==> config.mk <==
export PLATFORM = sky130hd
export DESIGN_NAME = vga_scan_controller
export DESIGN_NICKNAME = d
export VERILOG_FILES = /design/src/rtl/vga_pkg.sv /design/src/rtl/vga_sync_counter.sv /design/src/rtl/vga_scan_controller.sv
export SDC_FILE = /design/constraint.sdc
export NUM_CORES = 1
export LEC_CHECK = 0
export CAP_MARGIN = 10
export CORE_MARGIN = 3
export CORE_UTILIZATION = 53
export CTS_BUF_LIST = sky130_fd_sc_hd__clkbuf_4 sky130_fd_sc_hd__clkbuf_8
export DETAILED_ROUTE_END_ITERATION = 8
export PLACE_DENSITY_LB_ADDON = 0.15
export SYNTH_ARGS = -nofsm -noshare
export SYNTH_HDL_FRONTEND = slang
export SYNTH_HIERARCHICAL = 1
export SYNTH_SLANG_ARGS = --single-unit
==> constraint.sdc <==
create_clock -name clk -period 3.6 [get_ports clk]
set_input_delay 0.54 -clock clk [delete_from_list [all_inputs] [get_ports clk]]
set_output_delay 0.54 -clock clk [all_outputs]
set_load 0.01 [all_outputs]
==> src/rtl/vga_pkg.sv <==
// VGA 640x480@60 timing constants and pixel-format helpers shared by the scan
// controller and its counters.
package vga_pkg;

  localparam int unsigned CNT_W = 11;

  localparam logic [CNT_W-1:0] H_VISIBLE = 11'd640;
  localparam logic [CNT_W-1:0] H_FRONT   = 11'd16;
  localparam logic [CNT_W-1:0] H_SYNC    = 11'd96;
  localparam logic [CNT_W-1:0] H_BACK    = 11'd48;
  localparam logic [CNT_W-1:0] H_TOTAL   = H_VISIBLE + H_FRONT + H_SYNC + H_BACK;

  localparam logic [CNT_W-1:0] V_VISIBLE = 11'd480;
  localparam logic [CNT_W-1:0] V_FRONT   = 11'd10;
  localparam logic [CNT_W-1:0] V_SYNC    = 11'd2;
  localparam logic [CNT_W-1:0] V_BACK    = 11'd33;
  localparam logic [CNT_W-1:0] V_TOTAL   = V_VISIBLE + V_FRONT + V_SYNC + V_BACK;

  // Sync windows are [START, END) in counter units.
  localparam logic [CNT_W-1:0] H_SYNC_START = H_VISIBLE + H_FRONT;
  localparam logic [CNT_W-1:0] H_SYNC_END   = H_SYNC_START + H_SYNC;
  localparam logic [CNT_W-1:0] V_SYNC_START = V_VISIBLE + V_FRONT;
  localparam logic [CNT_W-1:0] V_SYNC_END   = V_SYNC_START + V_SYNC;

  typedef struct packed {
    logic [2:0] r;
    logic [2:0] g;
    logic [1:0] b;
  } rgb332_t;

  // Replicate MSBs so full-scale input maps to full-scale DAC code.
  function automatic logic [3:0] exp3to4(input logic [2:0] v);
    return {v, v[2]};
  endfunction

  function automatic logic [3:0] exp2to4(input logic [1:0] v);
    return {v, v};
  endfunction

endpackage

==> src/rtl/vga_sync_counter.sv <==
// Mod-N scan counter: advances on en_i, wraps N-1 -> 0 and flags the wrap.
module vga_sync_counter
  import vga_pkg::*;
#(
  parameter logic [CNT_W-1:0] N = H_TOTAL
) (
  input  logic             clk,
  input  logic             resetN,
  input  logic             en_i,
  output logic [CNT_W-1:0] cnt_o,
  output logic             wrap_o
);

  logic [CNT_W-1:0] cnt_q, cnt_d;

  assign wrap_o = en_i && (cnt_q == N - 1'b1);
  assign cnt_o  = cnt_q;

  always_comb begin
    cnt_d = cnt_q;
    if (en_i) cnt_d = wrap_o ? '0 : cnt_q + 1'b1;
  end

  always_ff @(posedge clk or negedge resetN) begin
    if (!resetN) cnt_q <= '0;
    else         cnt_q <= cnt_d;
  end

endmodule

==> src/rtl/vga_scan_controller.sv <==
// VGA scan generator: pixel-rate divider, h/v counters, and a one-pixel
// output stage that aligns drawer colour with blanking and sync.
module vga_scan_controller
  import vga_pkg::*;
#(
  parameter int unsigned CLK_DIV = 2
) (
  input  logic             clk,
  input  logic             resetN,
  input  logic [7:0]       RGB_in,
  output logic [CNT_W-1:0] pixelX,
  output logic [CNT_W-1:0] pixelY,
  output logic             pixEn,
  output logic             startOfFrame,
  output logic [3:0]       red,
  output logic [3:0]       green,
  output logic [3:0]       blue,
  output logic             hSync,
  output logic             vSync,
  output logic             blankN
);

  localparam int unsigned DIV_W = (CLK_DIV > 1) ? $clog2(CLK_DIV) : 1;
  localparam logic [DIV_W-1:0] DIV_LAST = DIV_W'(CLK_DIV - 1);

  logic [DIV_W-1:0] div_q, div_d;
  logic [CNT_W-1:0] h_cnt, v_cnt;
  logic             h_wrap, v_wrap;
  logic             visible, hs_raw, vs_raw;
  logic             vis_q, hs_q, vs_q;
  logic             sof_q;
  logic             blank_q, hsync_q, vsync_q;
  logic [3:0]       red_q, green_q, blue_q;
  rgb332_t          pix;

  assign div_d = (div_q == DIV_LAST) ? '0 : div_q + 1'b1;
  assign pixEn = (div_q == DIV_LAST);

  always_ff @(posedge clk or negedge resetN) begin
    if (!resetN) div_q <= '0;
    else         div_q <= div_d;
  end

  vga_sync_counter #(.N(H_TOTAL)) u_hcnt (
    .clk(clk), .resetN(resetN), .en_i(pixEn),
    .cnt_o(h_cnt), .wrap_o(h_wrap)
  );

  vga_sync_counter #(.N(V_TOTAL)) u_vcnt (
    .clk(clk), .resetN(resetN), .en_i(h_wrap),
    .cnt_o(v_cnt), .wrap_o(v_wrap)
  );

  assign pixelX = h_cnt;
  assign pixelY = v_cnt;

  always_comb begin
    visible = (h_cnt < H_VISIBLE) && (v_cnt < V_VISIBLE);
    hs_raw  = !((h_cnt >= H_SYNC_START) && (h_cnt < H_SYNC_END));
    vs_raw  = !((v_cnt >= V_SYNC_START) && (v_cnt < V_SYNC_END));
  end

  // Flags trail the counters by one clk so that, at the pixEn edge, they
  // describe the same pixel whose colour the drawer is presenting.
  always_ff @(posedge clk or negedge resetN) begin
    if (!resetN) begin
      vis_q <= 1'b0;
      hs_q  <= 1'b1;
      vs_q  <= 1'b1;
      sof_q <= 1'b0;
    end else begin
      vis_q <= visible;
      hs_q  <= hs_raw;
      vs_q  <= vs_raw;
      sof_q <= v_wrap;
    end
  end

  assign pix = rgb332_t'(RGB_in);

  always_ff @(posedge clk or negedge resetN) begin
    if (!resetN) begin
      blank_q <= 1'b0;
      hsync_q <= 1'b1;
      vsync_q <= 1'b1;
      red_q   <= '0;
      green_q <= '0;
      blue_q  <= '0;
    end else if (pixEn) begin
      blank_q <= vis_q;
      hsync_q <= hs_q;
      vsync_q <= vs_q;
      red_q   <= vis_q ? exp3to4(pix.r) : 4'h0;
      green_q <= vis_q ? exp3to4(pix.g) : 4'h0;
      blue_q  <= vis_q ? exp2to4(pix.b) : 4'h0;
    end
  end

  assign startOfFrame = sof_q;
  assign blankN       = blank_q;
  assign hSync        = hsync_q;
  assign vSync        = vsync_q;
  assign red          = red_q;
  assign green        = green_q;
  assign blue         = blue_q;

endmodule
## Word-level counts from Yosys, hierarchy flattened

Index checks and enable logic that the tools add are counted.

- Bits in registers: 42
- Input port bits: 10

- Add/subtract/negate cells: 3
- Magnitude comparators: 6
- Eq/ne operators: 2
- Muxes and demuxes: 6
- Reduce and logical (&&, ||, !) cells: 7

Operator list:

| cell | number |
|---|---|
| $add A11 B1 Y11 const B | 2 |
| $eq A11 B10 Y1 const B | 2 |
| $lt A11 B10 Y1 const B | 2 |
| $lt A11 B9 Y1 const B | 2 |
| $mux W11 | 2 |
| $mux W4 | 3 |
| $ge A11 B10 Y1 const B | 1 |
| $ge A11 B9 Y1 const B | 1 |
| $logic_and A1 B1 Y1 | 5 |
| $logic_not A1 Y1 | 2 |
| $add A1 B1 Y1 const B | 1 |
| $mux W1 | 1 |

## Longest topological paths before layout

Gate-level depths: netlist (run 1).

- Word-level depth: 4
- Gate-level depth with buffers: 7

## Modules after synthesis

Netlist (run 1), hierarchy kept.

By module, submodules not included:

| module | instances | cells an instance | area each (µm²) | sequential area each (µm²) |
|---|---|---|---|---|
| vga_scan_controller | 1 | 61 | 664.4 | 405.4 |
| vga_sync_counter at u_hcnt | 1 | 48 | 554.3 | 275.3 |
| vga_sync_counter at u_vcnt | 1 | 55 | 553.0 | 275.3 |

## Worst setup path after synthesis (run 1)

OpenSTA, ideal clock, no wires.

- Kind: reg2reg
- Start: reg u_hcnt.cnt_q[5], in the netlist u_hcnt/cnt_o[5]
- End: reg u_vcnt.cnt_q[10], in the netlist u_vcnt/cnt_o[10]
- Library setup time: 79 ps
- Arrival: 2127 ps
- Slack: 1394 ps
- Stages on the path, launching flop included: 7
- Buffers on the path: 0
- Clock period less this slack: 2206 ps
- Cells stage by stage: dfrtp_1 or4_4 nor4_4 and3_2 nand2_1 nor3_1 xor2_1

- Word-level cells in the longest chain between the ends: 4

RTL lines:

| element | line | source |
|---|---|---|
| start: declaration | vga_sync_counter.sv:14 | `logic [CNT_W-1:0] cnt_q, cnt_d;` |
| start signal: assignment | vga_sync_counter.sv:26 | `else cnt_q <= cnt_d;` |
| $eq A11 B10 Y1 (*) | vga_sync_counter.sv:16 | `assign wrap_o = en_i && (cnt_q == N - 1'b1);` |
| $logic_and A1 B1 Y1 (*) | vga_sync_counter.sv:16 |  |
| via h_wrap | vga_scan_controller.sv:28 | `logic h_wrap, v_wrap;` |
| $logic_and A1 B1 Y1 | vga_sync_counter.sv:16 |  |
| $mux W11 | vga_sync_counter.sv:21 | `if (en_i) cnt_d = wrap_o ? '0 : cnt_q + 1'b1;` |
| end signal: assignment | vga_sync_counter.sv:26 |  |
| end: declaration | vga_sync_counter.sv:14 |  |

The timed path passes the listed nets; every way through them passes the cells marked *.
A chain may end at the register's enable or synchronous reset.

## Worst setup path in the final report (run 1)

Ends and elaborated chain as after synthesis.

==> out/results.ini, run 1 <==
[run_status]
outcome = finished clean

[logic_synthesis]
yosysTopAreaCell = dfrtp_1
synth-xor-area-share_pct = 6.921
yosys-top-cells-area = dfrtp_1 48%, dfstp_2 5.9%, nand3_1 4.0%
synth_top_family_by_area = simple AND/OR/NAND/NOR gates
yosysWarnings = 6
syn_area_per_cell_um2 = 10.80
synth_adder_area_share_pct = 2.119
yosysSeqAreaShare_pct = 53.95
synth_seq_cells = 38
yosysUniqueCellTypes = 40
synth_compound_area_share_pct = 6.638
syn_area_um2 = 1772
yosys.area.top_type_share_pct = 48.02
synthMuxAreaShare_pct = 2.472
synthesis.nets = 177
synth_cells = 164
synth-simple-area-share_pct = 22.74

[flow_run]
cap_violations = 0

[sta]
fmax_mhz = 411.8
fin_tns_setup_ns = 0
min_period_over_period_pct = 67.46
worst_pin_slew_ns = 0.9212
finalHoldViolations = 0
fin_ws_ns = 1.172
whs_ns = 0.3216
finalSetupViolCount = 0
max_slew_margin_pct = 38.59
maxSlewViolCount = 0
post-route-min-period_ns = 2.428
rsz0062_at_grt = no
fin_worst_skew_ns = 0.01081

[power]
clockPowerShare_pct = 33.3
switchingPower_uw = 155.6
sw_frac_of_total_pct = 21.88
power.density_nw_per_um2 = 305.2
intPower_uw = 555.8
peakVddDrop_mv = 0.2024
p_leak_uw = 0.0009889
seq_power_share_pct = 61.0
power.share.combinational_pct = 5.6

[floorplanning]
start_util_pct = 56.64
die_h_um = 63.82
placementRows = 20
fp.coreArea_um2 = 3128
dieArea_um2 = 4072
die_x_um = 63.82
io_pins = 49

[critical_path]
cp.required_ns = 3.87
path_max_fanout = 13
worstSetupPathType = reg -> reg
cp-end-kind = register
critPathLaunchType = register
worstPathArrival_ns = 2.70

[detailed_routing]
drt_iter0_markers = 55
ant_nets = 0
vias = 1356
wl_um = 3600
vias_per_cell = 5.256
drc_errors = 0
wire_per_inst_um = 13.95
drtPass1Iterations = 4

[place]
place_ws_ns = 1.183
io_buffers = 48
gp_congestion = 0.8018
dp_hpwl_um = 2554

[finish]
area_delta_synth_final_pct = 31.57
fin_nets = 226
antennaDiodeCount = 0
drive_gt1_share_pct = 12.62
seqCellArea_um2 = 955.9
multiInputGateArea_um2 = 724.4
fillCellCount = 223

[grt]
grt_pass1_wl_um = 6354
overflow = 0
grt_pass1_vias = 1323
grt.total_usage_pct = 19.90
grt_max_degree = 39
antenna_found_initial = 0

[worst_hold_path]
min_path_type = in -> async

[clocking]
cts_hold_buf = 0
cts_made_buffers = 5
cts_tree = built
cts_sinks = 38
cts_resized = 0
clkTransAtPathRegs_ns = 0.11
clock_latency_ns = 0.34
cts_setup_buffers = 0
cts_root_buffer = clkbuf_4
htreeDepth = 2
cts.path.max_buffers = 2

## layout by cell type (no fill, tap or decap), drive strengths merged, types with 2 or more instances in the layout
| cell type | synthesis | layout |
|---|---|---|
| a21oi | 2 | 2 |
| and3 | 3 | 3 |
| clkbuf | 2 | 8 |
| clkdlybuf4s50 | 0 | 47 |
| dfrtp | 34 | 34 |
| dfstp | 4 | 4 |
| ha | 3 | 3 |
| inv | 13 | 13 |
| mux2 | 3 | 3 |
| nand2 | 13 | 13 |
| nand3 | 15 | 15 |
| nand4 | 7 | 7 |
| nor2 | 7 | 7 |
| nor3 | 5 | 5 |
| nor4 | 3 | 3 |
| nor4b | 2 | 2 |
| o21ai | 14 | 14 |
| o31ai | 2 | 2 |
| or3 | 2 | 2 |
| or4 | 3 | 3 |
| xnor2 | 8 | 8 |
| xor2 | 6 | 6 |
## Yosys cell counts (all sizes together)
master / number
nand4bb: 1
a21oi: 2
o22ai: 1
a21boi: 1
and4: 1
nand2: 13
mux2: 3
or4: 3
ha: 3
o21ai: 14
dfstp: 4
or3: 2
nor4b: 2
nor4bb: 1
clkbuf: 2
xor2: 6
and3: 3
a2bb2oi: 1
o31ai: 2
nor3: 5
inv: 13
nand4: 7
mux2i: 1
nor4: 3
buf: 5
nand3: 15
xnor2: 8
dfrtp: 34
nor2: 7
nand2b: 1
## worst max-delay path: stages, from the launching register on
cell     delay (ns)
dfrtp_1        0.48
or4_4          0.59
nor4_4         0.48
and3_2         0.35
nand2_1        0.09
nor3_1         0.19
xor2_1         0.18
## power groups by stage
stage | logic [uW] | clock network [uW] | registers, uW
after floorplan | 9.42 | 0 | 445
after global placement | 40.0 | 0 | 442
after detailed placement | 41.0 | 0 | 442
after CTS | 41.2 | 244 | 434
after global routing | 43.7 | 263 | 435
final | 40.1 | 237 | 434
## final cells by class
type / instances / share of cell area [%]
clock buffers: 7 / 2.523
clock inverters: 1 / 0.2147
inverters: 13 / 2.093
multi-input cells: 106 / 31.08
flip-flops and latches: 38 / 41.01
well taps: 44 / 2.362
repair buffers: 49 / 20.72
## registers in the layout (all words and copies together) (netlist names), 2 cells and up
register / cells
u_hcnt/cnt_o: 11
blue: 2
red: 3
u_vcnt/cnt_o: 11
green: 3
## metrics by stage
step	utilization [%]	std cells	total power, uW	cell area [um2]
floorplan	-	164	454.1	1772
CTS	74.52	258	719.8	2331
detailed placement	72.48	250	483.3	2267
finish	74.52	258	711.4	2331
global route	74.52	258	742.2	2331
global placement	72.48	250	482.0	2267
## path summary, 6_finish.rpt
| path | end | depth (start not counted) | slack (ns) | from |
|---|---|---|---|---|
| min in group clk | blankN | 1 | 0.52 | blankN |
| min reg2reg | blankN | 1 | 0.52 | blankN |
| min | u_vcnt/cnt_o[10] | 1 | 0.32 | resetN |
| max in group asynchronous | u_hcnt/cnt_o[7] | 1 | 2.71 | resetN |
| max | u_vcnt/cnt_o[10] | 6 | 1.17 | u_hcnt/cnt_o[5] |
| max reg2reg | u_vcnt/cnt_o[10] | 6 | 1.17 | u_hcnt/cnt_o[5] |
## routing by layer
metal	GRT usage, %	up-vias	routed length, um
met2	31.87	42	1679
met3	6.678	2	198
li1	-	674	-
met1	25.20	638	1703
met4	6.739	0	18
met5	0	-	0
## cells by family after synthesis
logic type      count (synthesis)
flops                          38
buf+inv                        20
xor+xnor                       14
fa+ha+maj                       3
compound gates                 21
simple gates                   64
mux                             4
Note: power is estimated with default switching activity, not from simulation.
==> inputs of run 2 (changes only) <==
--- a/config.mk
+++ b/config.mk
@@ -7,7 +7,7 @@
 export LEC_CHECK = 0
 export CAP_MARGIN = 10
 export CORE_MARGIN = 3
-export CORE_UTILIZATION = 53
+export CORE_UTILIZATION = 44
 export CTS_BUF_LIST = sky130_fd_sc_hd__clkbuf_4 sky130_fd_sc_hd__clkbuf_8
 export DETAILED_ROUTE_END_ITERATION = 8
 export PLACE_DENSITY_LB_ADDON = 0.15
==> constraint.sdc (replaced) <==
create_clock -name clk -period 2.1 [get_ports clk]
set_input_delay 0.315 -clock clk [delete_from_list [all_inputs] [get_ports clk]]
set_output_delay 0.315 -clock clk [all_outputs]
set_load 0.01 [all_outputs]
==> run 2 against run 1 <==
Compared with the run above: routed wire length up 14%; worst setup slack worse by 1.2 ns; hold slack better by 0.081 ns; global-route usage down 2.4 points; first-iteration DRC count shrank 13%; cell count up 6.2%; clock power rose by 120%; utilization fell by 8.5 points; via count is 8.1% higher; sequential share of layout area shrank 2.5 points; sequential cell count stayed put; critical endpoint is now u_vcnt/cnt_o[8]; largest power group unchanged; highest routed layer unchanged.
==> out/results.ini, run 2 (synthesized netlist as in run 1, its figures left out) <==
[finish]
final_core_util_pct = 66.03  ; -8.5 points
antennaDiodeCount = 0  ; unchanged
stdcell_area_um2 = 2490  ; +6.8%
fillCellCount = 292  ; +31%
area_delta_synth_final_pct = 40.54
seqCellArea_um2 = 958.4  ; +0.26%
layout_commonest_cell = clkdlybuf4s50_1
multiInputGateArea_um2 = 752.0  ; +3.8%
fin_nets = 238  ; +5.3%
drive_gt1_share_pct = 18.58  ; +6.0 points
layoutNonFillerInstCount = 274  ; +6.2%
final_cell_mix = 47 x clkdlybuf4s50_1, 32 x dfrtp_1, 14 x nand3_1

[place]
dp.cells = 263  ; +5.2%
io_buffers = 48  ; unchanged
placed_cell_area_um2 = 2342  ; +3.3%
gp_congestion = 0.8781  ; +9.5%
dp_hpwl_um = 2885  ; +13%

[clocking]
cts_sinks = 38  ; unchanged
cts.path.max_buffers = 2  ; unchanged
cts_root_buffer = clkbuf_8
cts_made_buffers = 5  ; unchanged
clkTransAtPathRegs_ns = 0.07  ; -0.04 ns
cts_tree = built
clock_latency_ns = 0.28  ; -0.06 ns
htreeDepth = 2  ; unchanged

[sta]
min_period_over_period_pct = 99.47  ; +32 points
fmax_mhz = 478.7  ; +16%
max_slew_margin_pct = 71.71  ; +33 points
maxSlewViolCount = 0  ; unchanged
finalSetupViolCount = 0  ; unchanged
finalHoldViolations = 0  ; unchanged
fin_tns_setup_ns = 0  ; unchanged
post-route-min-period_ns = 2.089  ; -0.3397 ns
whs_ns = 0.4027  ; +0.08110 ns
rsz0062_at_grt = yes
fin_worst_skew_ns = 0.005018  ; -0.005793 ns
worst_pin_slew_ns = 0.4184  ; -0.5028 ns

[detailed_routing]
vias_per_cell = 5.350  ; +1.8%
ant_nets = 0  ; unchanged
drc_errors = 0  ; unchanged
drtPass1Iterations = 4  ; unchanged
vias = 1466  ; +8.1%
wl_um = 4087  ; +14%
drt_iter0_markers = 48  ; -13%
wire_per_inst_um = 14.92  ; +6.9%

[grt]
overflow = 0  ; unchanged
grt_max_degree = 27  ; -31%
grt.total_usage_pct = 17.45  ; -2.4 points
grt_pass1_wl_um = 6782  ; +6.7%
grt_pass1_vias = 1421  ; +7.4%
antenna_found_initial = 0  ; unchanged

[floorplanning]
die_h_um = 69.46  ; +8.8%
placementRows = 22  ; +10%
dieArea_um2 = 4824  ; +18%
io_pins = 49  ; unchanged
start_util_pct = 46.98  ; -9.7 points
die_x_um = 69.46  ; +8.8%
fp.coreArea_um2 = 3771  ; +21%

[critical_path]
cp-startpoint = u_hcnt/cnt_o[5]
path_max_fanout = 5  ; -8
r2r_cells = 6  ; unchanged
worstSetupPathType = reg -> reg
critPathLaunchType = register
worstPathArrival_ns = 2.28  ; -0.42 ns
cp-end-kind = register
r2r_slack_ns = 0.01  ; -1.16 ns
cp.required_ns = 2.29  ; -1.58 ns
regToRegEndpoint = u_vcnt/cnt_o[8]
r2r_start = u_hcnt/cnt_o[5]

[power]
switchingPower_uw = 273.4  ; +76%
power.share.combinational_pct = 5.5  ; about the same
clockPowerShare_pct = 38.6  ; +5.3 points
p_leak_uw = 0.001077  ; +8.9%
peakVddDrop_mv = 0.3915  ; +93%
intPower_uw = 1059  ; +91%
sw_frac_of_total_pct = 20.52  ; -1.4 points
seq_power_share_pct = 55.9  ; -5.1 points
power.density_nw_per_um2 = 535.1  ; +75%

[flow_run]
cap_violations = 0  ; unchanged

[run_status]
outcome = finished clean

[worst_hold_path]
min_path_type = in -> async

## run 2: cell types whose count changed in the layout (fill, tap and decap cells not counted), moves of 2 or more
cell / before / now
dfrtp_1: 34 / 32
buf_4: 1 / 12
nor3_2: 0 / 2
nor3_1: 5 / 3
dfrtp_2: 0 / 2
clkbuf_8: 1 / 6
clkbuf_4: 6 / 1
## run 2: final cells by class
type	instances	area share (%)
Timing Repair Buffer	61	23.12
Inverter	13	1.960
Multi-Input combinational cell	106	30.20
Sequential cell	38	38.49
Clock inverter	1	0.2010
Tap cell	48	2.412
Clock buffer	7	3.618
## run 2: through the flow
stage	setup slack [ns]	power, uW
after floorplan	-0.07942	778.4
after global placement	0.1516	829.7
after detailed placement	0.04798	832.1
after CTS	0.03729	1349
after global routing	-0.1096	1398
final	0.01122	1332
## run 2: critical path, cell delays in order, from the launching register on
cell     delay [ns]
dfrtp_2        0.40
or4_4          0.56
nor4_4         0.35
and3_4         0.25
nand2_1        0.10
nor2_1         0.18
xnor2_1        0.16
## run 2: how the worst max path moves through the flow
stage	depth (start not counted)	slack (ns)	endpoint
floorplan	6	-0.08	u_vcnt/cnt_o[10]
global placement	6	0.15	u_vcnt/cnt_o[10]
detailed placement	6	0.05	u_vcnt/cnt_o[10]
CTS	6	0.04	u_vcnt/cnt_o[10]
global route	6	-0.11	u_vcnt/cnt_o[8]
finish	6	0.01	u_vcnt/cnt_o[8]
## run 2: what timing repair did
action	4_1_cts	5_1_grt
gates resized for setup	0	5
buffers inserted	0	2
setup endpoints to repair	0	2
hold buffers	1	0
endpoints found under the hold margin	5	0
## run 2: power groups by stage
stage	Combinational [uW]	Sequential, uW	Clock (uW)
2_1_floorplan	16.2	762	0
3_3_place_gp	72.2	758	0
3_5_place_dp	73.4	759	0
4_1_cts	75.3	745	529
5_1_grt	80.6	746	571
6_report	73.1	745	514
## run 2: layer usage
metal	share of wire, %	GRT usage (%)
met4	0.59	5.206
met2	50	27.01
met3	6.1	5.797
met5	0	0
met1	43	23.26
